==> config.mk <==
export PLATFORM = sky130hd
export DESIGN_NAME = chia8_flat
export DESIGN_NICKNAME = d
export VERILOG_FILES = /design/src/rtl/chia8_pkg.sv /design/src/rtl/chia8_if.sv /design/src/rtl/chia8_step.sv /design/src/rtl/chia8.sv /design/src/flat_wrapper.sv
export SDC_FILE = /design/constraint.sdc
export NUM_CORES = 1
export LEC_CHECK = 0
export CORE_ASPECT_RATIO = 0.5
export CORE_MARGIN = 2
export CORE_UTILIZATION = 50
export CTS_CLUSTER_DIAMETER = 60
export CTS_CLUSTER_SIZE = 28
export DETAILED_ROUTE_END_ITERATION = 12
export GPL_ROUTABILITY_DRIVEN = 1
export GPL_TIMING_DRIVEN = 0
export PLACE_DENSITY = 0.82
export SYNTH_ARGS = -nofsm -noshare
export SYNTH_HDL_FRONTEND = slang
export SYNTH_HIERARCHICAL = 1
export SYNTH_SLANG_ARGS = --single-unit
==> constraint.sdc <==
create_clock -name clk -period 2.7 [get_ports clk]
set_input_delay 0.81 -clock clk [delete_from_list [all_inputs] [get_ports clk]]
set_output_delay 0.81 -clock clk [all_outputs]
set_load 0.1 [all_outputs]
==> src/rtl/chia8_pkg.sv <==
// Shared widths, constants and FSM encoding for the chia8 sequential divider.
package chia8_pkg;

    localparam int DIVIDEND_W = 16;
    localparam int DIVISOR_W  = 8;

    localparam logic [4:0]            ITER_LAST = 5'd15;
    localparam logic [DIVIDEND_W-1:0] Q_DZ      = 16'hFFFF;

    typedef enum logic [1:0] {
        IDLE = 2'd0,
        CALC = 2'd1,
        DONE = 2'd2
    } state_t;

endpackage

==> src/rtl/chia8_if.sv <==
// Start/busy/done handshake and result bus between ALU control and the divider.
// Handshake: start is sampled only while busy=0; done is a one-cycle pulse and
// Q/R/ov/dz are valid from that cycle until the next accepted start.
interface chia8_if;
    import chia8_pkg::*;

    logic                  start;
    logic [DIVIDEND_W-1:0] A;
    logic [DIVISOR_W-1:0]  B;
    logic                  busy;
    logic                  done;
    logic [DIVIDEND_W-1:0] Q;
    logic [DIVISOR_W-1:0]  R;
    logic                  ov;
    logic                  dz;
    state_t                state;

    modport master (
        output start, A, B,
        input  busy, done, Q, R, ov, dz, state
    );

    modport slave (
        input  start, A, B,
        output busy, done, Q, R, ov, dz, state
    );

endinterface

==> src/rtl/chia8_step.sv <==
// One restoring-division step: shift in the next dividend bit, trial-subtract B.
module chia8_step
    import chia8_pkg::*;
(
    input  logic [8:0]           p,
    input  logic                 msb,
    input  logic [DIVISOR_W-1:0] b,
    output logic [8:0]           p_next,
    output logic                 qbit
);

    logic [9:0] t;
    logic [9:0] diff;

    // P stays below B, so t never exceeds 509 and the borrow bit is exact.
    assign t    = {p, msb};
    assign diff = t - {2'b00, b};
    assign qbit = ~diff[9];

    assign p_next = qbit ? diff[8:0] : t[8:0];

endmodule

==> src/rtl/chia8.sv <==
// 16/8 unsigned restoring divider, one quotient bit per clock, with overflow
// and divide-by-zero flags matching the neighbouring 8x8 multiplier.
module chia8
    import chia8_pkg::*;
(
    input  logic   clk,
    input  logic   rst_n,
    chia8_if.slave bus
);

    state_t                state_q;
    state_t                state_d;
    logic [DIVIDEND_W-1:0] dvd_q;
    logic [DIVISOR_W-1:0]  dvs_q;
    logic [8:0]            p_q;
    logic [8:0]            p_next;
    logic                  qbit;
    logic [4:0]            cnt_q;
    logic [DIVIDEND_W-1:0] q_q;
    logic [DIVIDEND_W-1:0] q_next;
    logic [DIVISOR_W-1:0]  r_q;
    logic                  ov_q;
    logic                  dz_q;
    logic                  accept;
    logic                  b_zero;
    logic                  last_iter;

    assign accept    = (state_q == IDLE) && bus.start;
    assign b_zero    = (bus.B == '0);
    assign last_iter = (cnt_q == ITER_LAST);
    assign q_next    = {q_q[DIVIDEND_W-2:0], qbit};

    chia8_step u_step (
        .p      (p_q),
        .msb    (dvd_q[DIVIDEND_W-1]),
        .b      (dvs_q),
        .p_next (p_next),
        .qbit   (qbit)
    );

    always_ff @(posedge clk or negedge rst_n) begin
        if (!rst_n) begin
            state_q <= IDLE;
        end else begin
            state_q <= state_d;
        end
    end

    always_comb begin
        state_d = state_q;
        case (state_q)
            IDLE: begin
                if (bus.start) begin
                    state_d = b_zero ? DONE : CALC;
                end
            end
            CALC: begin
                if (last_iter) begin
                    state_d = DONE;
                end
            end
            DONE:    state_d = IDLE;
            default: state_d = IDLE;
        endcase
    end

    always_ff @(posedge clk or negedge rst_n) begin
        if (!rst_n) begin
            dvd_q <= '0;
            dvs_q <= '0;
            p_q   <= '0;
            cnt_q <= '0;
            q_q   <= '0;
            r_q   <= '0;
            ov_q  <= 1'b0;
            dz_q  <= 1'b0;
        end else if (accept) begin
            if (b_zero) begin
                q_q  <= Q_DZ;
                r_q  <= bus.A[DIVISOR_W-1:0];
                ov_q <= 1'b1;
                dz_q <= 1'b1;
            end else begin
                dvd_q <= bus.A;
                dvs_q <= bus.B;
                p_q   <= '0;
                cnt_q <= '0;
                ov_q  <= 1'b0;
                dz_q  <= 1'b0;
            end
        end else if (state_q == CALC) begin
            dvd_q <= {dvd_q[DIVIDEND_W-2:0], 1'b0};
            p_q   <= p_next;
            q_q   <= q_next;
            cnt_q <= cnt_q + 5'd1;
            // Overflow means the quotient does not fit the multiplier's 8-bit operand.
            if (last_iter) begin
                r_q  <= p_next[DIVISOR_W-1:0];
                ov_q <= |q_next[DIVIDEND_W-1:DIVISOR_W];
                dz_q <= 1'b0;
            end
        end
    end

    assign bus.busy  = (state_q != IDLE);
    assign bus.done  = (state_q == DONE);
    assign bus.Q     = q_q;
    assign bus.R     = r_q;
    assign bus.ov    = ov_q;
    assign bus.dz    = dz_q;
    assign bus.state = state_q;

endmodule

==> src/flat_wrapper.sv <==
// flat-port wrapper written by rule: the top's interface ports become plain ports
module chia8_flat import chia8_pkg::*;
  (clk, rst_n, bus_start, bus_A, bus_B, bus_busy, bus_done, bus_Q, bus_R, bus_ov, bus_dz, bus_state);
  chia8_if bus_i ();
  input  logic clk;
  input  logic rst_n;
  input wire logic [$bits(bus_i.start)-1:0] bus_start;
  input wire logic [$bits(bus_i.A)-1:0] bus_A;
  input wire logic [$bits(bus_i.B)-1:0] bus_B;
  output wire logic [$bits(bus_i.busy)-1:0] bus_busy;
  output wire logic [$bits(bus_i.done)-1:0] bus_done;
  output wire logic [$bits(bus_i.Q)-1:0] bus_Q;
  output wire logic [$bits(bus_i.R)-1:0] bus_R;
  output wire logic [$bits(bus_i.ov)-1:0] bus_ov;
  output wire logic [$bits(bus_i.dz)-1:0] bus_dz;
  output wire logic [$bits(bus_i.state)-1:0] bus_state;
  assign bus_i.start = bus_start;
  assign bus_i.A = bus_A;
  assign bus_i.B = bus_B;
  assign bus_busy = bus_i.busy;
  assign bus_done = bus_i.done;
  assign bus_Q = bus_i.Q;
  assign bus_R = bus_i.R;
  assign bus_ov = bus_i.ov;
  assign bus_dz = bus_i.dz;
  assign bus_state = bus_i.state;
  chia8 u_core (.clk(clk), .rst_n(rst_n), .bus(bus_i));
endmodule
==> flow_summary.toml <==
[outcome]
status = "finished clean"

[routing]
post_drt_wl_per_cell_um = 17.0
drcViolationCount = 0
postRouteAntennaNets = 0
detail_route.wirelength_um = 8350
drt_iter0_drc = 211
vias_per_cell = 5.63
firstDrtPassIters = 4
vias = 2762

[worst_setup_path]
r2r_cells = 9
crit_slowest_cell = "clkdlybuf4s50_1"
cp_max_fo = 2
path_class = "register to primary output"
cp_cell_sequence = "clkdlybuf4s50_1"
critical_path_required_ns = 1.89
r2r_setup_slack_ns = 0.17
max_stage_delay_ns = 1.15
critPathLaunchType = "register"
crit_arrival_ns = 1.85
path_delay_family = "buffers and inverters"
regToRegStartpoint = "u_core/p_q[3]"
path_buf_inv = 1
r2r_end = "u_core/bus.R[4]"
crit_path_end_kind = "primary output"

[synthesis]
syn_area_per_cell_um2 = 10.3
synth-seq-cells = 66
syn_area_um2 = 3360
yosysWarnings = 6
synth_ff_type = "dfrtp_1"
yosysMostFrequentCell = "dfrtp_1"
synthTopCellsByArea = "dfrtp_1 (49%), o22a_1 (6.3%), nand2_1 (6.0%)"
synthCells = 327
yosys.cell_types.count = 50
synth_edf_count = 0
yosysTopAreaCell = "dfrtp_1"
synth_common_cells = "dfrtp_1 (66), nand2_1 (54), o22a_1 (24)"
async_reset_ff_share_pct = 100
synth_top_area_share_pct = 49.2
seq_area_frac_synth_pct = 49.2
postSynthNetCount = 365

[die]
die-area_um2 = 7430
core_area_um2 = 6600
std_cell_rows = 21
start_util_pct = 50.9
ios = 57
die_h_um = 61.9
die_width_um = 120

[sta]
tightest_slew_ns = 0.995
rsz0062_at_grt = "false"
fin_crit_ns = 2.66
max-slew-margin-rel_pct = 33.5
maxSlewViolCount = 0
finClkSkew_ns = 0.00474
fmax_mhz = 376
finalHoldViolCount = 0
period_share_pct = 98.4
setup_violations = 0
whs_ns = 0.484

[global_routing]
grt-ovfl-total = 0
antenna_found_initial = 0
grtUsageTotal_pct = 23.7
grt_pass1_vias = 2670
grt_pass1_wl_um = 13200
grt_max_degree = 67

[place]
portBuffers = 56
hpwl_um = 5740
dp_cells = 475
gp_congestion = 0.832

[worst_hold_path]
hold_path_depth = 2
hold_start = "u_core/bus.dz"
min_to = "u_core/bus.dz"
min_path_type = "register to register"

[clocking]
clock_path_buffers = 2
clkLatencyLatePin_ns = 0.33
ctsRootBufferMaster = "clkbuf_16"
cts_tree = "yes"
clock_sinks = 66
post_cts_buffers = 0
numCtsBuffers = 9
cts_hold_buf = 0
cts-resized-gates = 9
clk_pin_slew_ns = 0.06
htree_levels = 3

[run]
max_cap_violations = 0

[cells_and_area]
syn_to_final_growth_pct = 28.8
final_nets = 432
drive_above_1_share_pct = 12.8
fin_util_pct = 65.5
nFillCells = 510
fin_cells = 491
diodes = 0
## cells by family (layout without fill, tap and decap cells)
kind of cell / after synthesis / count (layout) / synth area share (%)
AOI/OAI and AO/OA: 85 / 85 / 18.6
xor gates and xnor gates: 6 / 6 / 1.57
adders and majority gates: 11 / 11 / 4.32
and+or+nand+nor: 121 / 121 / 18.0
DFF: 66 / 66 / 49.2
muxes: 9 / 9 / 3.43
buffers and inverters: 29 / 101 / 4.96
## placed cells by master, fill, tap and decap left out, types with 3 or more instances in the layout
cell type / instances
buf_4: 3
dlymetal6s2s_1: 9
a21oi_1: 8
mux2i_1: 4
ha_1: 10
mux2_4: 5
buf_2: 4
clkdlybuf4s50_1: 37
xor2_1: 3
nand2_1: 54
nand3_1: 7
clkinvlp_4: 4
buf_6: 6
xnor2_1: 3
o21ai_1: 7
clkbuf_16: 9
dfrtp_1: 66
o22ai_1: 15
o21ai_0: 9
nor3_1: 17
dlygate4sd2_1: 9
inv_1: 10
nor2_1: 23
clkbuf_1: 5
o21a_1: 10
o22a_1: 24
## flip-flops by register name, summed over array words and instances, names as in the netlist
register and cells:
u_core/bus.ov 1, u_core/bus.state 2, u_core/dvs_q 8, u_core/bus.R 8, u_core/dvd_q 16, u_core/p_q 9
u_core/bus.dz 1, u_core/bus.Q 16, u_core/cnt_q 5
## metal layers
layer | track usage [%] | wire length (µm) | vias up
li1 | - | - | 1297
met1 | 28.7 | 3480 | 1368
met5 | 0 | 0 | -
met4 | 7.23 | 123 | 0
met3 | 7.66 | 516 | 12
met2 | 42.0 | 4230 | 85
## how the worst max path moves through the flow
stage / startpoint / end / slack, ns / depth (start not counted)
after floorplan: u_core/bus.state[1] / bus_done / 0.21 / 1
after global placement: rst_n / u_core/bus.Q[7] / -1.25 / 1
after detailed placement: bus_B[5] / u_core/bus.R[0] / 0.12 / 6
after CTS: u_core/bus.Q[0] / bus_Q[0] / 0.008 / 1
after global routing: u_core/bus.R[4] / bus_R[4] / 0.001 / 1
final: u_core/bus.R[5] / bus_R[5] / 0.04 / 1
## through the flow
step | TNS (ns) | area [µm²] | worst slack [ns]
finish | 0 | 4320 | 0.0437
floorplan | 0 | 3360 | 0.213
CTS | 0 | 4300 | 0.00783
global placement | -82.29 | 4040 | -1.25
global route | 0 | 4320 | 0.00111
detailed placement | 0 | 4040 | 0.115
## layout make-up
| cell class | count | area [µm²] | share of cell area, % |
|---|---|---|---|
| plain buffers | 18 | 125 | 2.89 |
| repair buffers | 56 | 569 | 13.2 |
| clock inverters | 6 | 43.8 | 1.01 |
| inverters | 11 | 41.3 | 0.955 |
| clock buffers | 10 | 229 | 5.30 |
| multi-input cells | 232 | 1550 | 35.8 |
| well taps | 92 | 115 | 2.66 |
| flip-flops and latches | 66 | 1650 | 38.2 |
Power is left out: the tool's default activity adds up to more than one toggle a clock period on the data nets, which glitch-free logic cannot reach.
